**config.mk**
```make
export PLATFORM = sky130hd
export DESIGN_NAME = alu_issue_buffer
export DESIGN_NICKNAME = d
export VERILOG_FILES = /design/src/rtl/alu_issue_pkg.sv /design/src/rtl/alu_issue_fifo.sv /design/src/rtl/alu_issue_buffer.sv
export SDC_FILE = /design/constraint.sdc
export NUM_CORES = 1
export LEC_CHECK = 0
export CORE_MARGIN = 2
export CORE_UTILIZATION = 50
export DETAILED_ROUTE_END_ITERATION = 12
export DONT_BUFFER_PORTS = 1
export PLACE_DENSITY = 0.74
export SLEW_MARGIN = 40
export SYNTH_ARGS = -nofsm -noshare
export SYNTH_HDL_FRONTEND = slang
export SYNTH_SLANG_ARGS = --single-unit
```
**constraint.sdc**
```tcl
create_clock -name CLK -period 3.7 [get_ports CLK]
set_clock_uncertainty 0.2 [all_clocks]
set_input_delay 0.74 -clock CLK [delete_from_list [all_inputs] [get_ports CLK]]
set_output_delay 0.74 -clock CLK [all_outputs]
set_load 0.005 [all_outputs]
```
**src/rtl/alu_issue_pkg.sv**
```systemverilog
// alu_issue_pkg: shared FSM state, MOVI encodings and buffered instruction layout.
package alu_issue_pkg;
  // Fields are sized for the widest supported configuration; modules narrow them.
  localparam int DW_MAX = 32;
  localparam int OPW_MAX = 16;
  typedef enum logic [1:0] {ST_IDLE, ST_FETCH, ST_ISSUE} state_e;
  typedef enum logic [1:0] {MOVI_REG, MOVI_MEM, MOVI_IMM, MOVI_RSV} movi_e;
  typedef struct packed {
    logic [OPW_MAX-1:0] op;
    movi_e              movi;
    logic [DW_MAX-1:0]  reg_a;
    logic [DW_MAX-1:0]  reg_b;
    logic [DW_MAX-1:0]  imm;
    logic [DW_MAX-1:0]  addr;
  } instr_t;
endpackage

```
**src/rtl/alu_issue_fifo.sv**
```systemverilog
// alu_issue_fifo: DEPTH-entry instruction store exposing the head entry and the MOVI of the entry behind it.
module alu_issue_fifo
  import alu_issue_pkg::*;
#(
  parameter int DEPTH = 4
) (
  input  logic                         i_clk,
  input  logic                         i_rst_n,
  input  logic                         i_push,
  input  logic                         i_pop,
  input  instr_t                       i_wdata,
  output instr_t                       o_head,
  output movi_e                        o_next_movi,
  output logic [$clog2(DEPTH+1)-1:0]   o_cnt
);
  localparam int AW = $clog2(DEPTH);
  localparam int CW = $clog2(DEPTH+1);
  instr_t r_mem [DEPTH];
  logic [AW-1:0] r_wptr, r_rptr, w_rnext;
  logic [CW-1:0] r_cnt;
  assign w_rnext = r_rptr + AW'(1);
  assign o_head = r_mem[r_rptr];
  assign o_next_movi = r_mem[w_rnext].movi;
  assign o_cnt = r_cnt;
  // Power-of-two depth lets the pointers wrap by natural overflow.
  always_ff @(posedge i_clk or negedge i_rst_n)
    if (!i_rst_n) begin
      r_wptr <= '0;
      r_rptr <= '0;
      r_cnt  <= '0;
    end else begin
      if (i_push) r_wptr <= r_wptr + AW'(1);
      if (i_pop) r_rptr <= w_rnext;
      r_cnt <= r_cnt + CW'(i_push) - CW'(i_pop);
    end
  always_ff @(posedge i_clk)
    if (i_push) r_mem[r_wptr] <= i_wdata;
endmodule

```
**src/rtl/alu_issue_buffer.sv**
```systemverilog
// alu_issue_buffer: in-order instruction buffer that fetches memory operands and issues to the ALU.
module alu_issue_buffer
  import alu_issue_pkg::*;
#(
  parameter int DATA_WIDTH = 8,
  parameter int DEPTH      = 4,
  parameter int OP_WIDTH   = 4
) (
  input  logic                         CLK,
  input  logic                         RST,
  input  logic                         IN_VLD,
  output logic                         IN_RDY,
  input  logic [OP_WIDTH-1:0]          IN_OP,
  input  logic [1:0]                   IN_MOVI,
  input  logic [DATA_WIDTH-1:0]        IN_REG_A,
  input  logic [DATA_WIDTH-1:0]        IN_REG_B,
  input  logic [DATA_WIDTH-1:0]        IN_IMM,
  input  logic [DATA_WIDTH-1:0]        IN_MEM_ADDR,
  output logic                         MEM_REQ,
  output logic [DATA_WIDTH-1:0]        MEM_ADDR,
  input  logic                         MEM_ACK,
  input  logic [DATA_WIDTH-1:0]        MEM_DATA,
  output logic                         ACT,
  input  logic                         ALU_RDY,
  output logic [OP_WIDTH-1:0]          OP,
  output logic [1:0]                   MOVI,
  output logic [DATA_WIDTH-1:0]        REG_A,
  output logic [DATA_WIDTH-1:0]        REG_B,
  output logic [DATA_WIDTH-1:0]        MEM,
  output logic [DATA_WIDTH-1:0]        IMM,
  output logic [$clog2(DEPTH+1)-1:0]   CNT
);
  localparam int CW = $clog2(DEPTH+1);
  instr_t w_wdata, w_head;
  movi_e w_next_movi, w_nh_movi;
  state_e r_state, w_state_nxt;
  logic [DATA_WIDTH-1:0] r_opnd;
  logic [CW-1:0] w_cnt_nxt;
  logic w_push, w_pop, w_issue, w_fetch;
  assign w_wdata = '{op: OPW_MAX'(IN_OP), movi: movi_e'(IN_MOVI), reg_a: DW_MAX'(IN_REG_A),
                     reg_b: DW_MAX'(IN_REG_B), imm: DW_MAX'(IN_IMM), addr: DW_MAX'(IN_MEM_ADDR)};
  // Readiness depends only on registered occupancy, never on ALU_RDY.
  assign IN_RDY = CNT < CW'(DEPTH);
  assign w_issue = r_state == ST_ISSUE;
  assign w_fetch = r_state == ST_FETCH;
  assign w_push = IN_VLD & IN_RDY;
  assign w_pop = w_issue & ALU_RDY;
  assign w_cnt_nxt = CNT + CW'(w_push) - CW'(w_pop);
  // Head after a pop: the queued successor, or the same-edge push when the buffer held one entry.
  assign w_nh_movi = CNT > CW'(1) ? w_next_movi : movi_e'(IN_MOVI);
  alu_issue_fifo #(.DEPTH(DEPTH)) u_fifo (
    .i_clk       (CLK),
    .i_rst_n     (RST),
    .i_push      (w_push),
    .i_pop       (w_pop),
    .i_wdata     (w_wdata),
    .o_head      (w_head),
    .o_next_movi (w_next_movi),
    .o_cnt       (CNT)
  );
  always_comb begin
    w_state_nxt = r_state;
    case (r_state)
      ST_IDLE:  if (CNT != '0) w_state_nxt = w_head.movi == MOVI_MEM ? ST_FETCH : ST_ISSUE;
      ST_FETCH: if (MEM_ACK) w_state_nxt = ST_ISSUE;
      ST_ISSUE: if (ALU_RDY) w_state_nxt = w_cnt_nxt == '0 ? ST_IDLE :
                                           w_nh_movi == MOVI_MEM ? ST_FETCH : ST_ISSUE;
      default:  w_state_nxt = ST_IDLE;
    endcase
  end
  always_ff @(posedge CLK or negedge RST)
    if (!RST) begin
      r_state <= ST_IDLE;
      r_opnd  <= '0;
    end else begin
      r_state <= w_state_nxt;
      if (w_fetch && MEM_ACK) r_opnd <= MEM_DATA;
    end
  assign MEM_REQ = w_fetch;
  assign MEM_ADDR = w_fetch ? DATA_WIDTH'(w_head.addr) : '0;
  assign ACT = w_issue;
  assign OP = w_issue ? OP_WIDTH'(w_head.op) : '0;
  assign MOVI = w_issue ? w_head.movi : 2'b00;
  assign REG_A = w_issue ? DATA_WIDTH'(w_head.reg_a) : '0;
  assign REG_B = w_issue ? DATA_WIDTH'(w_head.reg_b) : '0;
  assign IMM = w_issue ? DATA_WIDTH'(w_head.imm) : '0;
  assign MEM = (w_issue && w_head.movi == MOVI_MEM) ? r_opnd : '0;
endmodule

```
=== After elaboration in Yosys (flattened, before gate mapping) ===
Memory sizes are Yosys's and may differ from the RTL's.
Cells that the tools add are included.

* Register bits after elaboration: 17
* RAM bits: 152
* Bits of input ports: 51
* Output and inout bits: 52
* Logic and storage cells: 44
* Memories kept: 1

{| class="wikitable"
|+ Memories
! memory !! depth !! bits a word !! rd ports !! clocked after memory_dff !! wr ports !! line !! text
|-
| u_fifo.r_mem || 4 || 38 || 2 || 0 || 1 || alu_issue_fifo.sv:18 || <nowiki>instr_t r_mem [DEPTH];</nowiki>
|}

* $add $sub $neg: 4
* Order comparisons: 2
* Equality and inequality tests: 7
* Mux-type cells: 17
* Bitwise gates (word level): 2
* Reductions and logical operators: 6

{| class="wikitable"
|+ Operators with widths
! operator !! count
|-
| 2-to-1 mux 8 bit || 5
|-
| 2-to-1 mux 2 bit || 8
|-
| == test 2 x 1 -> 1 bit (second input constant) || 3
|-
| inequality test 2 bit (second input constant) || 3
|-
| case mux 2 bit (3 select lines) || 1
|-
| adder 2 x 1 -> 2 bit (second input constant) || 2
|-
| 2-to-1 mux 4 bit || 1
|-
| adder 3 x 1 -> 3 bit || 1
|-
| greater-than comparator 3 x 1 -> 1 bit (second input constant) || 1
|-
| logical NOT 3 bit || 1
|-
| less-than comparator 3 bit (second input constant) || 1
|-
| AND reduction 3 bit || 1
|-
| nonzero test 3 bit || 1
|-
| subtractor 3 x 1 -> 3 bit || 1
|-
| AND 1 bit || 2
|-
| == test 2 bit (second input constant) || 1
|-
| logical AND 1 bit || 2
|-
| logical NOT 2 bit || 1
|-
| 2-to-1 mux 1 bit || 2
|}

=== Logic depth before layout (Yosys ltp) ===
Gate-level depths: netlist of run 1.

* Depth after elaboration: 8
* Depth in mapped cells: 13
* Mapped depth without buffers: 13

=== Hierarchy ===
Synthesis of run 1 repeated with hierarchy kept, for this count alone.

* Cell total of the unflattened synthesis: 907
* Area, all modules: 22405.2 um^2

{| class="wikitable"
|+ Modules (own cells, without submodules)
! module !! times used !! cells an instance !! area each (um^2) !! seq. area each (um^2)
|-
| alu_issue_fifo || 1 || 798 || 21484.4 || 17712.0
|-
| alu_issue_buffer || 1 || 109 || 920.9 || 250.2
|}

=== Least setup slack after synthesis of run 1 ===
OpenSTA, ideal clock, no wires.

* Path kind: input port to flip-flop
* Start: input IN_VLD
* End: register r_state[1]
* Arrival: 2.598 ns
* Data required time: 3.418 ns
* Setup slack: 0.820 ns
* Cell stages on the path: 13
* Path buffers: 1
* Cell sequence: nor2b_1 clkbuf_1 inv_1 ha_1 inv_1 ha_1 inv_1 fa_1 xor2_1 nor3_1 nor3_1 nand2_1 a31oi_1

* Longest elaborated chain between the ends: 7

{| class="wikitable"
|+ Ends and longest elaborated chain
! what !! line !! text
|-
| start: declaration || alu_issue_buffer.sv:11 || <nowiki>input logic IN_VLD,</nowiki>
|-
| AND 1 bit || alu_issue_buffer.sv:46 || <nowiki>assign w_push = IN_VLD & IN_RDY;</nowiki>
|-
| adder 3 x 1 -> 3 bit || alu_issue_buffer.sv:48 || <nowiki>assign w_cnt_nxt = CNT + CW'(w_push) - CW'(w_pop);</nowiki>
|-
| subtractor 3 x 1 -> 3 bit || alu_issue_buffer.sv:48 ||
|-
| named net w_cnt_nxt[2] || alu_issue_buffer.sv:38 || <nowiki>logic [CW-1:0] w_cnt_nxt;</nowiki>
|-
| logical NOT 3 bit || alu_issue_buffer.sv:66 || <nowiki>ST_ISSUE: if (ALU_RDY) w_state_nxt = w_cnt_nxt == '0 ? ST_IDLE :</nowiki>
|-
| 2-to-1 mux 2 bit (2 in series) || alu_issue_buffer.sv:66 ||
|-
| case mux 2 bit (3 select lines) || alu_issue_buffer.sv:63 || <nowiki>case (r_state)</nowiki>
|-
| end signal: assignment || alu_issue_buffer.sv:76 || <nowiki>r_state <= w_state_nxt;</nowiki>
|-
| end: declaration || alu_issue_buffer.sv:36 || <nowiki>state_e r_state, w_state_nxt;</nowiki>
|}

The timed path passes the listed nets, and every way through them passes these cells. The select of a mux whose other input is x is not followed.
A chain may end at the register's enable or synchronous reset.

=== Final worst setup path of run 1 ===
* Start: register u_fifo.r_rptr[0]
* End: output MEM[0]

* Longest elaborated chain between the ends: 4

{| class="wikitable"
|+ Ends and longest elaborated chain
! what !! line !! text
|-
| start: declaration || alu_issue_fifo.sv:19 || <nowiki>logic [AW-1:0] r_wptr, r_rptr, w_rnext;</nowiki>
|-
| start signal: assignment || alu_issue_fifo.sv:33 || <nowiki>if (i_pop) r_rptr <= w_rnext;</nowiki>
|-
| memory (4 x 38 bit) || - ||
|-
| == test 2 x 1 -> 1 bit || alu_issue_buffer.sv:87 || <nowiki>assign MEM = (w_issue && w_head.movi == MOVI_MEM) ? r_opnd : '0;</nowiki>
|-
| logical AND 1 bit || alu_issue_buffer.sv:87 ||
|-
| 2-to-1 mux 8 bit || alu_issue_buffer.sv:87 ||
|-
| end: declaration || alu_issue_buffer.sv:29 || <nowiki>output logic [DATA_WIDTH-1:0] MEM,</nowiki>
|}

No other way between the ends.

==> results of run 1 <==
## worst max path at each step
stage                           from    endpoint  slack (ns)  cells after the start
finish              u_fifo.r_rptr[0]      MEM[0]        0.43                      4
global route        u_fifo.r_rptr[0]    REG_A[1]        0.27                      3
CTS                 u_fifo.r_rptr[0]    REG_B[1]        0.36                      3
detailed placement            IN_VLD  r_state[0]        0.73                     13
global placement              IN_VLD  r_state[1]        0.79                     13
floorplan                     IN_VLD  r_state[1]        0.82                     13
## layer usage
metal,GRT usage,up-vias
met2,0.2795,115
met1,0.2064,1604
met4,0.07794,0
met5,0,-
li1,-,1331
met3,0.06084,19
## final cells by class
type                    instances  area, um2
inverters                      11      41.29
repair buffers                  9      65.06
fillers                       952       5679
clock inverters                14      147.6
multi-input cells             140       1613
clock buffers                  18      429.2
flip-flops and latches        169       4995
well taps                     176      220.2
## through the flow
stage	power, W	area [um2]	utilization	hold WS [ns]
global route	0.006132	7511	0.5694	0.04544
floorplan	0.003831	6723	-	0.2444
finish	0.005824	7511	0.5694	0.04207
detailed placement	0.004184	6929	0.5253	0.2450
CTS	0.005906	7516	0.5698	0.1874
global placement	0.004135	6929	0.5253	0.2450
## power by group through the flow
stage	Sequential (W)	Clock (W)	Combinational, W
after floorplan	0.00255	0	0.00128
final	0.00269	0.00171	0.00142
after global placement	0.00273	0	0.00141
after CTS	0.00270	0.00175	0.00145
after detailed placement	0.00274	0	0.00144
after global routing	0.00274	0.00183	0.00156
## state kept, by name (all words and copies together), names as in the netlist
register / flops
r_opnd: 8
u_fifo.o_cnt: 3
u_fifo.r_wptr: 2
u_fifo.r_rptr: 2
r_state: 2
u_fifo.r_mem: 152
## cells by family after synthesis
kind of cell,after synthesis
AOI/OAI and AO/OA,6
xor gates and xnor gates,4
adders and majority gates,9
buffers and inverters,25
DFF,169
muxes,47
and+or+nand+nor,74
## cell usage in the layout (no fill, tap or decap), drive strengths merged
cell type | synthesis | routed
nor2b | 32 | 32
a21oi | 1 | 1
or4 | 2 | 2
inv | 10 | 14
dfrtp | 17 | 17
fa | 1 | 1
clkinvlp | 0 | 4
a32oi | 1 | 1
o21ai | 2 | 2
ha | 8 | 8
nor2 | 1 | 1
and2 | 21 | 21
o221ai | 1 | 1
xor2 | 2 | 2
clkbuf | 5 | 18
bufinv | 0 | 2
clkinv | 1 | 5
and4b | 1 | 1
nand2b | 3 | 3
nor3 | 3 | 3
xnor2 | 2 | 2
mux2 | 8 | 8
nor4bb | 2 | 2
buf | 9 | 9
mux2i | 1 | 1
edfxtp | 152 | 152
a31oi | 1 | 1
nand2 | 8 | 8
nor4b | 1 | 1
mux4 | 38 | 38
==> summary.md, run 1 <==
| Metric | Value |
|---|---|
| DRT antenna net count | `0` |
| Mux cell area share after synthesis | `0.1422` |
| CTS tree | `done` |
| Final-report max-slew violation count | `0` |
| RR Startpoint | `r_state[0]` |
| Internal power | `0.004145 W` |
| Setup WS pre-CTS | `roughly 0.73 ns` |
| Clock Tree Buf Depth | `2` |
| Max Used Layer | `met4` |
| Routed wire length | `approximately 12000 um` |
| Sequence of cells on the critical path | `mux4_2 > nand2b_1 > nor2_2 > and2_1` |
| F_max | `0.3058 GHz` |
| Placed cell count | `504` |
| H-tree Lvls | `4` |
| Final Hold Viols | `0` |
| Share of the synthesized area in the top cell type | `0.6790` |
| Crit path max fanout | `38` |
| Number of global-route vias before repair | `3323` |
| Setup TNS | `0 ns` |
| Final period util | `0.8839` |
| Final Non-Filler Cells | `537` |
| Share of cells above drive strength 1 | `0.2576` |
| CP Class | `flip-flop to primary output` |
| Port buffer count | `0` |
| # rows | `42` |
| DRT Pass-1 Iters | `4` |
| Io pins | `just over 100` |
| Clk_lat worst skew | `0.42 ns` |
| CP bufs+invs | `0` |
| WP data required | `2.76 ns` |
| Synth area leader | `edfxtp_1` |
| Syn Nets | `394` |
| Critical Path Start Type | `flip-flop` |
| Vias | `3069` |
| Worst r2r dst | `r_state[0]` |
| Warnings from Yosys | `0` |
| Hpwl dp | `7030 um` |
| Outcome | `finished clean` |
| Xor/xnor share of the synthesized area | `0.005211` |
| Vias per cell | `~5.7` |
| Worst IR drop on VDD | `about 0.35 mV` |
| Drt wl/cell | `21.45 um` |
| Hold Buf Count CTS | `1` |
| RSZ-0062 raised after global routing | `no` |
| GPL Wtd Cong | `0.7579` |
| First-pass GRT wire length | `18020 um` |
| Total track usage | `0.1717` |
| Min cycle time layout | `3.270 ns` |
| M1 WL | `4548 um` |
| Metal2 WL | `between 5000 and 6000 um` |
| Worst EP arrival | `2.33 ns` |
| Post-synthesis sequential area ratio | `0.7422` |
| Commonest cells post-synth | `edfxtp_1, mux4_2, nor2b_1` |
| CTS root buffer | `clkbuf_16` |
| ANT cells | `0` |
| Synth Area in Compound Gates | `0.005770` |
| Chip height | `120.0 um` |
| Pwr Density | `775.5 mW/mm2` |
| # setup viols final | `0` |
| Worst Tran Pin Value | `0.6968 ns` |
| CP max-delay cell | `dfrtp_4` |
| Die Wd | `around 120 um` |
| Post-Synth Simple-Gate Area | `0.06775` |
| Gate Count Post-Synth | `334` |
| CTS resizes | `0` |
| CP max stage delay | `about 0.89 ns` |
| Post-synthesis register bit count | `169` |
| Post-Synth Adder-Cell Area | `0.01787` |
| Synth Cell Area | `between 0.006 and 0.007 mm2` |
| Crit end category | `primary output` |
| Setup bufs post-CTS | `0` |
| Met3 Wirelength | `873 um` |
| Switching Share | `0.2884` |
| Total grt overflow | `0` |
| Post-synth EDFFs | `152` |
| DRC | `0` |
| Comb power frac | `0.244` |
| Maxcap violations | `0` |
| Core Box Area | `0.01319 mm2` |
| Largest family of logic cells by synthesized area | `multiplexers` |
| Final WS setup | `0.4296 ns` |
| Leakage power | `2.512 nW` |
| Nets | `about 410` |
| Dominant synthesized flop cell | `edfxtp_1` |
| Cell with the most instances after synthesis | `edfxtp_1` |
| Hold WC Path Type | `input port to async pin` |
| Async SR Flop Fraction | `0.1006` |
| DR iter-0 viols | `180` |
| Clk pwr share | `0.294` |
| Sw Pwr | `0.001680 W` |
| Unique masters post-synth | `30` |
| R2R setup slack | `0.80 ns` |
| Pin count of the biggest net entering global routing | `39` |
| Die area | `0.01439 mm2` |
| Area Growth Syn to Fin | `11.73%` |
| Clock transition at the registers of the reported paths | `0.06 ns` |
| Worst-case reg-to-reg path depth | `13` |
| Sequential power share | `0.461` |
| Top delay family on crit path | `flip-flops` |
| Slew HR | `0.5354` |
| Ranking of synthesized cells by area | `edfxtp_1, mux4_2, dfrtp_1, nor2b_1, and2_1` |
| Initial antenna violation count | `0` |
| CTS Buf Count | `17` |
| Initial Util | `0.5097` |
| Sink Count | `169` |
| Syn avg cell area | `approximately 20 um2` |
No activity file was read; power rests on OpenSTA's default activity.
==> run 2: changes to the inputs <==
--- a/config.mk
+++ b/config.mk
@@ -8,8 +8,7 @@
 export CORE_MARGIN = 2
 export CORE_UTILIZATION = 50
 export DETAILED_ROUTE_END_ITERATION = 12
-export DONT_BUFFER_PORTS = 1
-export PLACE_DENSITY = 0.74
+export PLACE_DENSITY = 0.84
 export SLEW_MARGIN = 40
 export SYNTH_ARGS = -nofsm -noshare
 export SYNTH_HDL_FRONTEND = slang
==> run 2 against run 1 <==
Against the previous run:
- count of clock-buffer cells in the layout is 1 lower
- sequential power decreased by 3%
- combinational power is 51% higher
==> summary.md, run 2 (synthesis results as in run 1) <==
| Metric | Value |
|---|---|
| Internal power | `0.004658 W` |
| Min cycle time layout | `3.534 ns` |
| CP Class | `flip-flop to primary output` |
| Hold Buf Count CTS | `0` |
| Final period util | `0.9550` |
| Crit path max fanout | `14` |
| Final-report max-slew violation count | `0` |
| Most frequent cells in the layout | `edfxtp_1, clkdlybuf4s50_1, mux4_2` |
| Switching Share | `0.2765` |
| Leakage power | `2.913 nW` |
| Most common library cell in the layout ignoring fill and taps | `edfxtp_1` |
| Biggest register | `u_fifo.r_mem` |
| Worst r2r dst | `r_state[0]` |
| Clock Tree Buf Depth | `2` |
| Dpl cell area | `0.008030 mm2` |
| Total track usage | `0.1888` |
| Vias | `3427` |
| Finished Cell Area | `~0.0086 mm2` |
| RSZ-0062 raised after global routing | `no` |
| WP data required | `2.76 ns` |
| Pin count of the biggest net entering global routing | `32` |
| Sequential Area | `0.004997 mm2` |
| R2R setup slack | `a little over 0.9 ns` |
| Clk_lat worst skew | `0.42 ns` |
| F_max | `0.2830 GHz` |
| Area Growth Syn to Fin | `27.77%` |
| CTS resizes | `0` |
| Port buffer count | `102` |
| Setup WS pre-CTS | `between 0.3 and 0.4 ns` |
| Worst IR drop on VDD | `0.4546 mV` |
| Initial Util | `0.5097` |
| Initial antenna violation count | `0` |
| Hold_ws | `about 0.035 ns` |
| Outcome | `finished clean` |
| CTS root buffer | `clkbuf_16` |
| Filler cells | `872` |
| Slew HR | `0.6659` |
| Pwr Density | `749.5 mW/mm2` |
| Final WS setup | `0.1664 ns` |
| Clk pwr share | `0.259` |
| Worst Tran Pin Value | `approximately 0.50 ns` |
| Share of cells above drive strength 1 | `0.1965` |
| RR Startpoint | `r_state[0]` |
| Sequential power share | `0.408` |
| Max reg flops | `152` |
| Maxcap violations | `0` |
| Routed wire length | `12850 um` |
| DRT antenna net count | `0` |
| Die Wd | `120.0 um` |
| Sink Count | `169` |
| Setup TNS | `0 ns` |
| Die area | `0.01439 mm2` |
| First-pass GRT wire length | `19910 um` |
| GPL Wtd Cong | `around 0.77` |
| # rows | `42` |
| Critical Path Start Type | `flip-flop` |
| # setup viols final | `0` |
| CTS tree | `done` |
| H-tree Lvls | `4` |
| Chip height | `120.0 um` |
| Io pins | `103` |
| Worst EP arrival | `about 2.6 ns` |
| Hpwl dp | `8029 um` |
| DRT Pass-1 Iters | `4` |
| CTS Buf Count | `17` |
| DRC | `0` |
| Final Hold Viols | `0` |
| ANT cells | `0` |
| Setup bufs post-CTS | `0` |
| DR iter-0 viols | `227` |
| Clock transition at the registers of the reported paths | `0.06 ns` |
| Hold WC Path Type | `input port to async pin` |
| Number of global-route vias before repair | `3698` |
| Comb power frac | `0.333` |
| Nets | `510` |
| Multi-input logic area | `0.001613 mm2` |
| Crit end category | `primary output` |
| Worst-case reg-to-reg path depth | `13` |
| Drt wl/cell | `~20 um` |
| Vias per cell | `~5.4` |
| Sw Pwr | `0.001780 W` |
| Core Box Area | `0.01319 mm2` |
| Total grt overflow | `0` |
==> run 2: changes by cell type in the layout (fill, tap and decap cells not counted), moves of 3 or more <==
cell	delta
clkdlybuf4s50_1	+101
buf_12	+6
buf_4	-5
inv_6	-3
clkinv_1	+4
==> run 2: cell type report <==
type,count,share of cell area
repair buffers,111,0.1349
clock buffers,17,0.04953
flip-flops and latches,169,0.5818
inverters,11,0.004807
well taps,176,0.02564
multi-input cells,140,0.1878
clock inverters,15,0.01559
==> run 2: worst max path at each step <==
stage,endpoint,slack [ns],from,cells past startpoint
3_5_place_dp,r_state[0],0.32,IN_VLD,13
5_1_grt,MEM[5],0.01,u_fifo.r_rptr[1],5
2_1_floorplan,r_state[1],0.82,IN_VLD,13
6_report,MEM[5],0.17,u_fifo.r_rptr[1],5
3_3_place_gp,r_state[1],0.45,IN_VLD,13
4_1_cts,MEM[5],0.08,u_fifo.r_rptr[1],5
==> run 2: routing by layer <==
| layer | wire length, um | GRT usage | share of wire |
|---|---|---|---|
| met2 | 6699 | 0.3182 | 0.52 |
| met4 | 93 | 0.05809 | 0.0072 |
| met5 | 0 | 0 | 0 |
| met1 | 5383 | 0.2341 | 0.42 |
| met3 | 674 | 0.06084 | 0.052 |
==> run 2: power groups by stage <==
stage	Sequential, W	Combinational, W	Clock (W)
floorplan	0.00255	0.00128	0
global placement	0.00263	0.00212	0
detailed placement	0.00266	0.00217	0
CTS	0.00262	0.00219	0.00170
global route	0.00266	0.00232	0.00177
finish	0.00262	0.00215	0.00167
==> run 2: critical path: stages, from the launching register on <==
cell             delay (ns)
dfrtp_4                0.56
mux4_2                 0.53
nand2b_1               0.19
nor2_2                 0.23
and2_1                 0.17
clkdlybuf4s50_1        0.49
==> run 2: per-stage QoR <==
stage	cells	total power (W)	utilization
final	639	0.006438	0.6512
after global routing	639	0.006761	0.6512
after CTS	639	0.006517	0.6512
after detailed placement	607	0.004827	0.6088
after global placement	607	0.004757	0.6088
after floorplan	334	0.003831	-
==> run 3: changes to the inputs <==
--- a/config.mk
+++ b/config.mk
@@ -8,6 +8,7 @@
 export CORE_MARGIN = 2
 export CORE_UTILIZATION = 50
 export DETAILED_ROUTE_END_ITERATION = 12
+export HOLD_SLACK_MARGIN = 0.02
 export PLACE_DENSITY = 0.84
 export SLEW_MARGIN = 40
 export SYNTH_ARGS = -nofsm -noshare
==> constraint.sdc (replaced) <==
create_clock -name CLK -period 3.7 [get_ports CLK]
set_clock_uncertainty 0.2 [all_clocks]
set_input_delay 0.37 -clock CLK [delete_from_list [all_inputs] [get_ports CLK]]
set_output_delay 0.37 -clock CLK [all_outputs]
set_load 0.005 [all_outputs]
==> run 3 against run 2 <==
Against the previous run:
- clock power rose by 8%
- sequential power is essentially flat
- sequential share of layout area shrank 0.13 points
- count of clock-buffer cells in the layout rose by 1
- flip-flop and latch count is the same
- core utilization up 0.076 points
- design area up 0.12%
- via count grew 0.44%
- first-iteration DRC count is 5.7% lower
- largest cell class unchanged
- largest power group unchanged
==> summary.md, run 3 (synthesis results as in run 1) <==
| Metric | Value |
|---|---|
| Outcome | `finished clean` |
| Final period util | `0.9022` |
| Biggest register | `u_fifo.r_mem` |
| ANT cells | `0` |
| DRC | `0` |
| Worst IR drop on VDD | `0.4011 mV` |
| Vias per cell | `5.387` |
| Maxcap violations | `0` |
| DRT Pass-1 Iters | `4` |
| Clock Tree Buf Depth | `2` |
| Critical Path Start Type | `flip-flop` |
| Port buffer count | `102` |
| H-tree Lvls | `4` |
| F_max | `0.2996 GHz` |
| # setup viols final | `0` |
| Leakage power | `2.921 nW` |
| Sink Count | `between 150 and 200` |
| Crit end category | `primary output` |
| Filler cells | `about 870` |
| Io pins | `a little over 100` |
| GPL Wtd Cong | `about 0.75` |
| Switching Share | `0.2728` |
| CTS root buffer | `clkbuf_16` |
| Clk pwr share | `0.276` |
| Slew HR | `0.5616` |
| DRT antenna net count | `0` |
| Max reg flops | `152` |
| Number of global-route vias before repair | `3724` |
| # rows | `42` |
| First-pass GRT wire length | `19800 um` |
| Most frequent cells in the layout | `edfxtp_1, clkdlybuf4s50_1, mux4_2` |
| WP data required | `3.13 ns` |
| Crit path max fanout | `22` |
| Pin count of the biggest net entering global routing | `39` |
| RSZ-0062 raised after global routing | `no` |
| CTS tree | `done` |
| Hpwl dp | `7614 um` |
| DR iter-0 viols | `214` |
| Core Box Area | `~0.013 mm2` |
| CTS Buf Count | `17` |
| Area Growth Syn to Fin | `27.92%` |
| Sequential power share | `0.402` |
| Comb power frac | `0.321` |
| Die Wd | `120.0 um` |
| Most common library cell in the layout ignoring fill and taps | `edfxtp_1` |
| Worst EP arrival | `2.77 ns` |
| Chip height | `approximately 120 um` |
| Setup TNS | `0 ns` |
| Sw Pwr | `0.001786 W` |
| Final-report max-slew violation count | `0` |
| Worst-case reg-to-reg path depth | `12` |
| R2R setup slack | `0.85 ns` |
| Min cycle time layout | `3.338 ns` |
| Clock transition at the registers of the reported paths | `around 0.070 ns` |
| Routed wire length | `12780 um` |
| CP Class | `flip-flop to primary output` |
| Pwr Density | `761.2 mW/mm2` |
| Drt wl/cell | `between 20 and 25 um` |
| Total grt overflow | `0` |
| Hold_ws | `0.2056 ns` |
| Internal power | `approximately 0.0048 W` |
| Initial Util | `0.5097` |
| Core Util, Final | `0.6520` |
| Clk_lat worst skew | `0.42 ns` |
| Initial antenna violation count | `0` |
| Vias | `3442` |
| Final Hold Viols | `0` |
| Nets | `510` |
| Total track usage | `0.1871` |
| Hold WC Path Type | `input port to async pin` |
| Die area | `0.01439 mm2` |
| Worst Tran Pin Value | `0.6576 ns` |
| Tot Pwr | `0.006546 W` |
| Share of cells above drive strength 1 | `0.1965` |
-- run 3: worst paths after layout --
| kind | from | endpoint |
|---|---|---|
| worst min-delay path | RST | u_fifo.r_wptr[0] |
| min in group CLK | r_opnd[5] | r_opnd[5] |
| max in group asynchronous | RST | u_fifo.r_rptr[0] |
| worst min register to register | r_opnd[5] | r_opnd[5] |
| worst max-delay path | u_fifo.r_rptr[0] | MEM[1] |
| worst max register to register | u_fifo.o_cnt[2] | r_state[0] |
-- run 3: power groups by stage --
stage                     Combinational [W]  Clock, W  Sequential [W]
final                               0.00210   0.00181         0.00263
after global routing                0.00227   0.00190         0.00268
after CTS                           0.00214   0.00184         0.00264
after detailed placement            0.00211         0         0.00267
after global placement              0.00207         0         0.00265
after floorplan                     0.00128         0         0.00255
-- run 3: through the flow --
step	worst slack, ns	cell area (um2)	instances
after floorplan	1.091	6723	334
after global placement	0.5753	7985	606
after detailed placement	0.4494	7985	606
after CTS	0.3056	8594	638
after global routing	0.1827	8600	639
final	0.3620	8600	639
-- run 3: cell type report --
class	instances	area, um2	share of cell area
sequential	169	4992	0.5805
multi-input combinational	140	1613	0.1875
timing repair buffer	111	1124	0.1307
clock buffer	18	429.2	0.04991
tap	176	220.2	0.02561
clock inverter	14	180.2	0.02095
inverter	11	41.29	0.004801
-- run 3: repair_timing --
action,4_1_cts,5_1_grt
buffers inserted,0,0
hold buffers,0,1
gates resized for setup,0,0
endpoints found under the setup margin,0,0
endpoints found under the hold margin,0,17
-- run 3: worst max-delay path, cell delays in order, from the launching register on --
cell and delay (ns):
dfrtp_2 0.79, mux4_2 0.42, nand2b_1 0.21, nor2_2 0.26, and2_1 0.18, clkdlybuf4s50_1 0.49
-- run 3: layer usage --
layer	vias up	part of all wire	GRT usage
li1	1537	-	-
met4	0	0.011	0.06250
met5	-	0	0
met3	13	0.061	0.05466
met1	1764	0.40	0.2279
met2	128	0.53	0.3210
